--- config.mk ---
export PLATFORM = sky130hd
export DESIGN_NAME = encoder_flat
export DESIGN_NICKNAME = d
export VERILOG_FILES = /design/src/rtl/encoder_if.sv /design/src/rtl/encoder.sv /design/src/flat_wrapper.sv
export SDC_FILE = /design/constraint.sdc
export NUM_CORES = 1
export LEC_CHECK = 0
export CORE_AREA = 2 2 39 41
export CTS_BUF_LIST = sky130_fd_sc_hd__clkbuf_16
export CTS_CLUSTER_DIAMETER = 50
export DETAILED_ROUTE_END_ITERATION = 8
export DIE_AREA = 0 0 41 43
export GPL_TIMING_DRIVEN = 0
export PLACE_DENSITY_LB_ADDON = 0.2
export SLEW_MARGIN = 0
export SYNTH_ARGS = -nofsm -noshare
export SYNTH_HDL_FRONTEND = slang
export SYNTH_SLANG_ARGS = --single-unit
--- constraint.sdc ---
create_clock -name clk -period 1.4 [get_ports clk]
set_input_delay 0.21 -clock clk [delete_from_list [all_inputs] [get_ports clk]]
set_output_delay 0.21 -clock clk [all_outputs]
set_load 0.02 [all_outputs]
--- src/rtl/encoder_if.sv ---
// Bit-in / symbol-out connection of the rate-1/2 convolutional encoder.
// The source side drives the information bit and mode select, the encoder drives the symbol.
interface encoder_if;
  logic       unencoded_bit;
  logic       choose_constraint_length;
  logic [1:0] out;

  modport master (output unencoded_bit, output choose_constraint_length, input out);
  modport slave  (input unencoded_bit, input choose_constraint_length, output out);
endinterface

--- src/rtl/encoder.sv ---
// Rate-1/2 convolutional encoder, K=3 (7,5 octal) or K=7 (171,133 octal) selected per edge.
// One bit in and one registered 2-bit symbol out on every clock; no handshake.
module encoder (
  input  logic     clk,
  input  logic     rst_n,
  encoder_if.slave bus
);

  typedef enum logic {
    MODE_K3 = 1'b0,
    MODE_K7 = 1'b1
  } mode_e;

  logic [5:0] shift_q, shift_d;
  logic [1:0] out_q, out_d;
  mode_e      mode;
  logic       u;
  logic       g0, g1;

  assign u    = bus.unencoded_bit;
  assign mode = mode_e'(bus.choose_constraint_length);

  // Taps read the history as it stands before this edge, so a mode change reuses existing history.
  // NOTE: every always_comb output gets a default first so no path leaves it unassigned (no latch).
  always_comb begin
    g0 = 1'b0;
    g1 = 1'b0;
    unique case (mode)
      MODE_K3: begin
        g0 = u ^ shift_q[0] ^ shift_q[1];
        g1 = u ^ shift_q[1];
      end
      MODE_K7: begin
        g0 = u ^ shift_q[0] ^ shift_q[1] ^ shift_q[2] ^ shift_q[5];
        g1 = u ^ shift_q[1] ^ shift_q[2] ^ shift_q[4] ^ shift_q[5];
      end
      default: begin
        g0 = 1'b0;
        g1 = 1'b0;
      end
    endcase
  end

  // All six history bits shift in both modes; only the tap selection depends on mode.
  always_comb begin
    shift_d = {shift_q[4:0], u};
    out_d   = {g0, g1};
  end

  // NOTE: sequential state uses non-blocking assignments so every register samples pre-edge values.
  always_ff @(posedge clk or negedge rst_n) begin
    if (!rst_n) begin
      shift_q <= 6'b0;
      out_q   <= 2'b00;
    end else begin
      shift_q <= shift_d;
      out_q   <= out_d;
    end
  end

  assign bus.out = out_q;

endmodule

--- src/flat_wrapper.sv ---
// flat-port wrapper written by rule: the top's interface ports become plain ports
module encoder_flat 
  (clk, rst_n, bus_unencoded_bit, bus_choose_constraint_length, bus_out);
  encoder_if bus_i ();
  input  logic clk;
  input  logic rst_n;
  input wire logic [$bits(bus_i.unencoded_bit)-1:0] bus_unencoded_bit;
  input wire logic [$bits(bus_i.choose_constraint_length)-1:0] bus_choose_constraint_length;
  output wire logic [$bits(bus_i.out)-1:0] bus_out;
  assign bus_i.unencoded_bit = bus_unencoded_bit;
  assign bus_i.choose_constraint_length = bus_choose_constraint_length;
  assign bus_out = bus_i.out;
  encoder u_core (.clk(clk), .rst_n(rst_n), .bus(bus_i));
endmodule
=== Yosys cells after proc, flatten, opt, wreduce, memory -nomap -nowiden ===
Index checks and enable logic that the tools add are counted.

* Flip-flop bits (word level): 8
* Input port bits: 4
* Latch bits: 0
* ROM bits: 0
* Memories kept: 0
* Logic and storage cells: 13
* Bits in writable memories: 0

* Multiplexer cells: 2
* Bitwise logic cells: 9
* $add $sub $neg: 0
* Eq/ne operators: 0
* Reduce and logical (&&, ||, !) cells: 0
* Magnitude comparators: 0
* Divide/modulo/power cells: 0
* Multiply operators: 0
* Shift operators: 0

{| class="wikitable"
|+ Operators with widths
! kind !! number
|-
| 1-bit bitwise XOR || 8
|-
| 1-bit one-hot mux with 2 select lines || 2
|-
| 1-bit NOT || 1
|}

=== Depth between registers and ports, before layout ===
* Depth after elaboration: 5
* Mapped depth: 3
* Depth with buffers taken out: 3

=== Worst setup path before layout ===
OpenSTA, ideal clock, no wires.

* Kind: reg2reg
* Start point: reg u_core.shift_q[2]
* End point: reg u_core.out_q[0] (netlist: u_core.bus.out[0])
* Data required time: 1.275 ns
* Arrival: 1.008 ns
* Stages on the path, launching flop included: 4
* Setup time: 0.125 ns
* Clock period less this slack: 1.133 ns
* Path slack: 0.267 ns
* Path buffers: 0
* Path through: dfrtp_1 -> xor2_1 -> mux2_4 -> xnor2_1

* Longest elaborated chain between the ends: 4

{| class="wikitable"
|+ RTL lines
! item !! RTL line !! text
|-
| from (decl) || encoder.sv:14 || <nowiki>logic [5:0] shift_q, shift_d;</nowiki>
|-
| from (signal assigned) || encoder.sv:56 || <nowiki>shift_q <= shift_d;</nowiki>
|-
| 1-bit bitwise XOR (3 in a row) || encoder.sv:35 || <nowiki>g1 = u ^ shift_q[1] ^ shift_q[2] ^ shift_q[4] ^ shift_q[5];</nowiki>
|-
| 1-bit one-hot mux with 2 select lines || encoder.sv:28 || <nowiki>unique case (mode)</nowiki>
|-
| net u_core.g1 || encoder.sv:18 || <nowiki>logic g0, g1;</nowiki>
|-
| to (signal assigned) || encoder.sv:57 || <nowiki>out_q <= out_d;</nowiki>
|-
| to (decl) || encoder.sv:15 || <nowiki>logic [1:0] out_q, out_d;</nowiki>
|}

The timed path passes the listed nets, and every way through them passes these cells.

=== Worst setup path after layout ===
* Start point: reg u_core.out_q[1] (netlist: u_core.bus.out[1])
* End point: out bus_out[1]

{| class="wikitable"
|+ RTL lines
! item !! RTL line !! text
|-
| to (decl) || flat_wrapper.sv:9 || <nowiki>output wire logic [$bits(bus_i.out)-1:0] bus_out;</nowiki>
|}

No word-level cell between the ends.

==> results.json <==
{
  "dr_wl_met3_um": 54,
  "num_vias": 147,
  "chipWidth_um": 41,
  "ys_warn_count": 0,
  "cpPeakStageDelay_ns": 0.59,
  "synth.top_cell.area_share": 0.714,
  "n_antenna_cell": 0,
  "yosys.area_share.simple": 0.0491,
  "clkSinkCount": 8,
  "gp_congestion": 0.614,
  "synth.distinct_cells": 7,
  "cp_max_fo": 1,
  "avgSynthCellArea_um2": 16.5,
  "postCtsHoldBufs": 0,
  "critPathLaunchType": "register",
  "power_density_nw_per_um2": 1920,
  "max_clock_freq_mhz": 742,
  "yosys-top-cells-count": "8 x dfrtp_1, 2 x nand2_1, 2 x xnor2_1, 2 x xor2_1",
  "drive_above_1_share": 0.200,
  "finalCritPeriodShare": 0.962,
  "dp_hpwl_um": 282,
  "synthFlopType": "dfrtp_1",
  "wl_met1_um": 169,
  "drt_first_pass_iters": 4,
  "yosysTopAreaCell": "dfrtp_1",
  "ir_drop_uv": 808,
  "synth_edf_count": 0,
  "root_buffer": "clkbuf_16",
  "die_y_um": 43,
  "synth_mux_area_frac": 0.0536,
  "synth_top_family_by_area": "XOR/XNOR gates",
  "outcome": "finished clean",
  "rows": 14,
  "wl_per_cell_um": 9.34,
  "cts_resized": 0,
  "core-area_um2": 1380,
  "worst_pin_slew_ns": 0.350,
  "die_area_um2": 1760,
  "yosysMostFrequentCell": "dfrtp_1",
  "port_buffers": 5,
  "cp-end-kind": "primary output",
  "synth_seq_area_share": 0.714,
  "cts_made_buffers": 3,
  "grt_pass1_vias": 144,
  "crit_chain": "clkdlybuf4s50_1",
  "final_max_slew_viol_count": 0,
  "grt_overflow": 0,
  "route.met2.wl_um": 141,
  "vias_per_cell": 3.59,
  "critPathKind": "register to primary output",
  "netlist_area_um2": 280,
  "synth_cells": 17,
  "insertion_delay_ns": 0.23,
  "clockBufferDepth": 2,
  "detail-route-antenna-nets": 0,
  "grt_setup_unrepaired": "false",
  "instances_no_fill": 41,
  "finClkSkew_ns": 0.000184,
  "post-place-cells": 38,
  "path_buf_inv": 1,
  "final_nets": 31,
  "grt_start_max_net_pins": 9,
  "hold_ws_ns": 0.257,
  "post_cts_buffers": 0,
  "slew_headroom": 0.766,
  "synth_area_leaders": "dfrtp_1 71%, xnor2_1 6.3%, xor2_1 6.3%",
  "synthArstFlopShare": 1.00,
  "crit_required_ns": 1.19,
  "synth_compound_area_frac": 0,
  "cp_top_family": "buffers and inverters",
  "maxCapViolCount": 0,
  "hp-class": "input port to asynchronous set/reset pin",
  "start_util": 0.203,
  "wl_um": 383,
  "total_power_uw": 818,
  "cts.clk_slew.worst_paths_ns": 0.04,
  "maxUsedRoutingLayer": "met4",
  "drtIter0Drc": 3,
  "final-hold-violation-count": 0,
  "antenna_found_initial": 0,
  "grt_pass1_wl_um": 634,
  "tns_ns": 0,
  "critical_path_arrival_ns": 1.14,
  "synthAdderAreaFrac": 0,
  "drc": 0,
  "ys_seq_elements": 8,
  "period_needed_ns": 1.35,
  "syn-num-nets": 21,
  "ioPinCount": 6,
  "grtUsageTotal": 0.0649,
  "critPathSlowestCell": "clkdlybuf4s50_1",
  "cts_tree": "yes",
  "area_growth_pct": 51.8,
  "htree_levels": 1,
  "synth_xor_area_frac": 0.183,
  "final-setup-viol-count": 0,
  "power_leakage_uw": 0.000183
}
[final timing paths]
check,cells past startpoint,slack [ns],from,endpoint
min in group clk,0,0.34,u_core.shift_q[3],u_core.shift_q[4]
max,1,0.05,u_core.bus.out[1],bus_out[1]
min,1,0.26,rst_n,u_core.shift_q[3]
max in group asynchronous,1,0.89,rst_n,u_core.bus.out[1]
min reg2reg,0,0.34,u_core.shift_q[3],u_core.shift_q[4]
max reg2reg,3,0.22,u_core.shift_q[2],u_core.bus.out[0]
[logic make-up after synthesis]
kind of cell  count (synthesis)
flops                         8
xor+xnor                      5
simple gates                  3
mux                           1
[layout make-up]
| class | instances | area (um2) |
|---|---|---|
| repair buffers | 5 | 50.0 |
| flip-flops and latches | 8 | 200 |
| clock buffers | 3 | 75.1 |
| fillers | 143 | 958 |
| multi-input cells | 9 | 80.1 |
| well taps | 16 | 20.0 |
[through the flow]
step | setup WS (ns) | util | area [um2]
2_1_floorplan | 0.267 | - | 280
3_3_place_gp | 0.0797 | 0.253 | 350
3_5_place_dp | 0.0633 | 0.253 | 350
4_1_cts | 0.0439 | 0.307 | 425
5_1_grt | 0.0103 | 0.307 | 425
6_report | 0.0530 | 0.307 | 425
[power breakdown]
part	leakage [uW]	total (uW)	switching (uW)	internal, uW
clock	0.0000370	473	105	368
sequential	0.0000932	262	8.24	253
combinational	0.0000530	84.1	38.4	45.7
[cell usage in the layout, fill, tap and decap left out]
cell	Yosys	routed
xor2_2	1	1
clkbuf_16	0	3
xor2_1	2	2
xnor2_1	2	2
nand2_1	2	2
clkdlybuf4s50_1	0	5
mux2_4	1	1
dfrtp_1	8	8
nand2b_1	1	1
[state kept, by name (all words and copies together) (netlist names)]
register and cells:
u_core.shift_q 6, u_core.bus.out 2
[layer usage]
layer | vias to the layer above | global-route usage
li1 | 68 | -
met1 | 69 | 0.0698
met2 | 8 | 0.0656
met3 | 2 | 0.0524
met4 | 0 | 0.0800
met5 | - | 0
(Power assumes the default switching activity.)
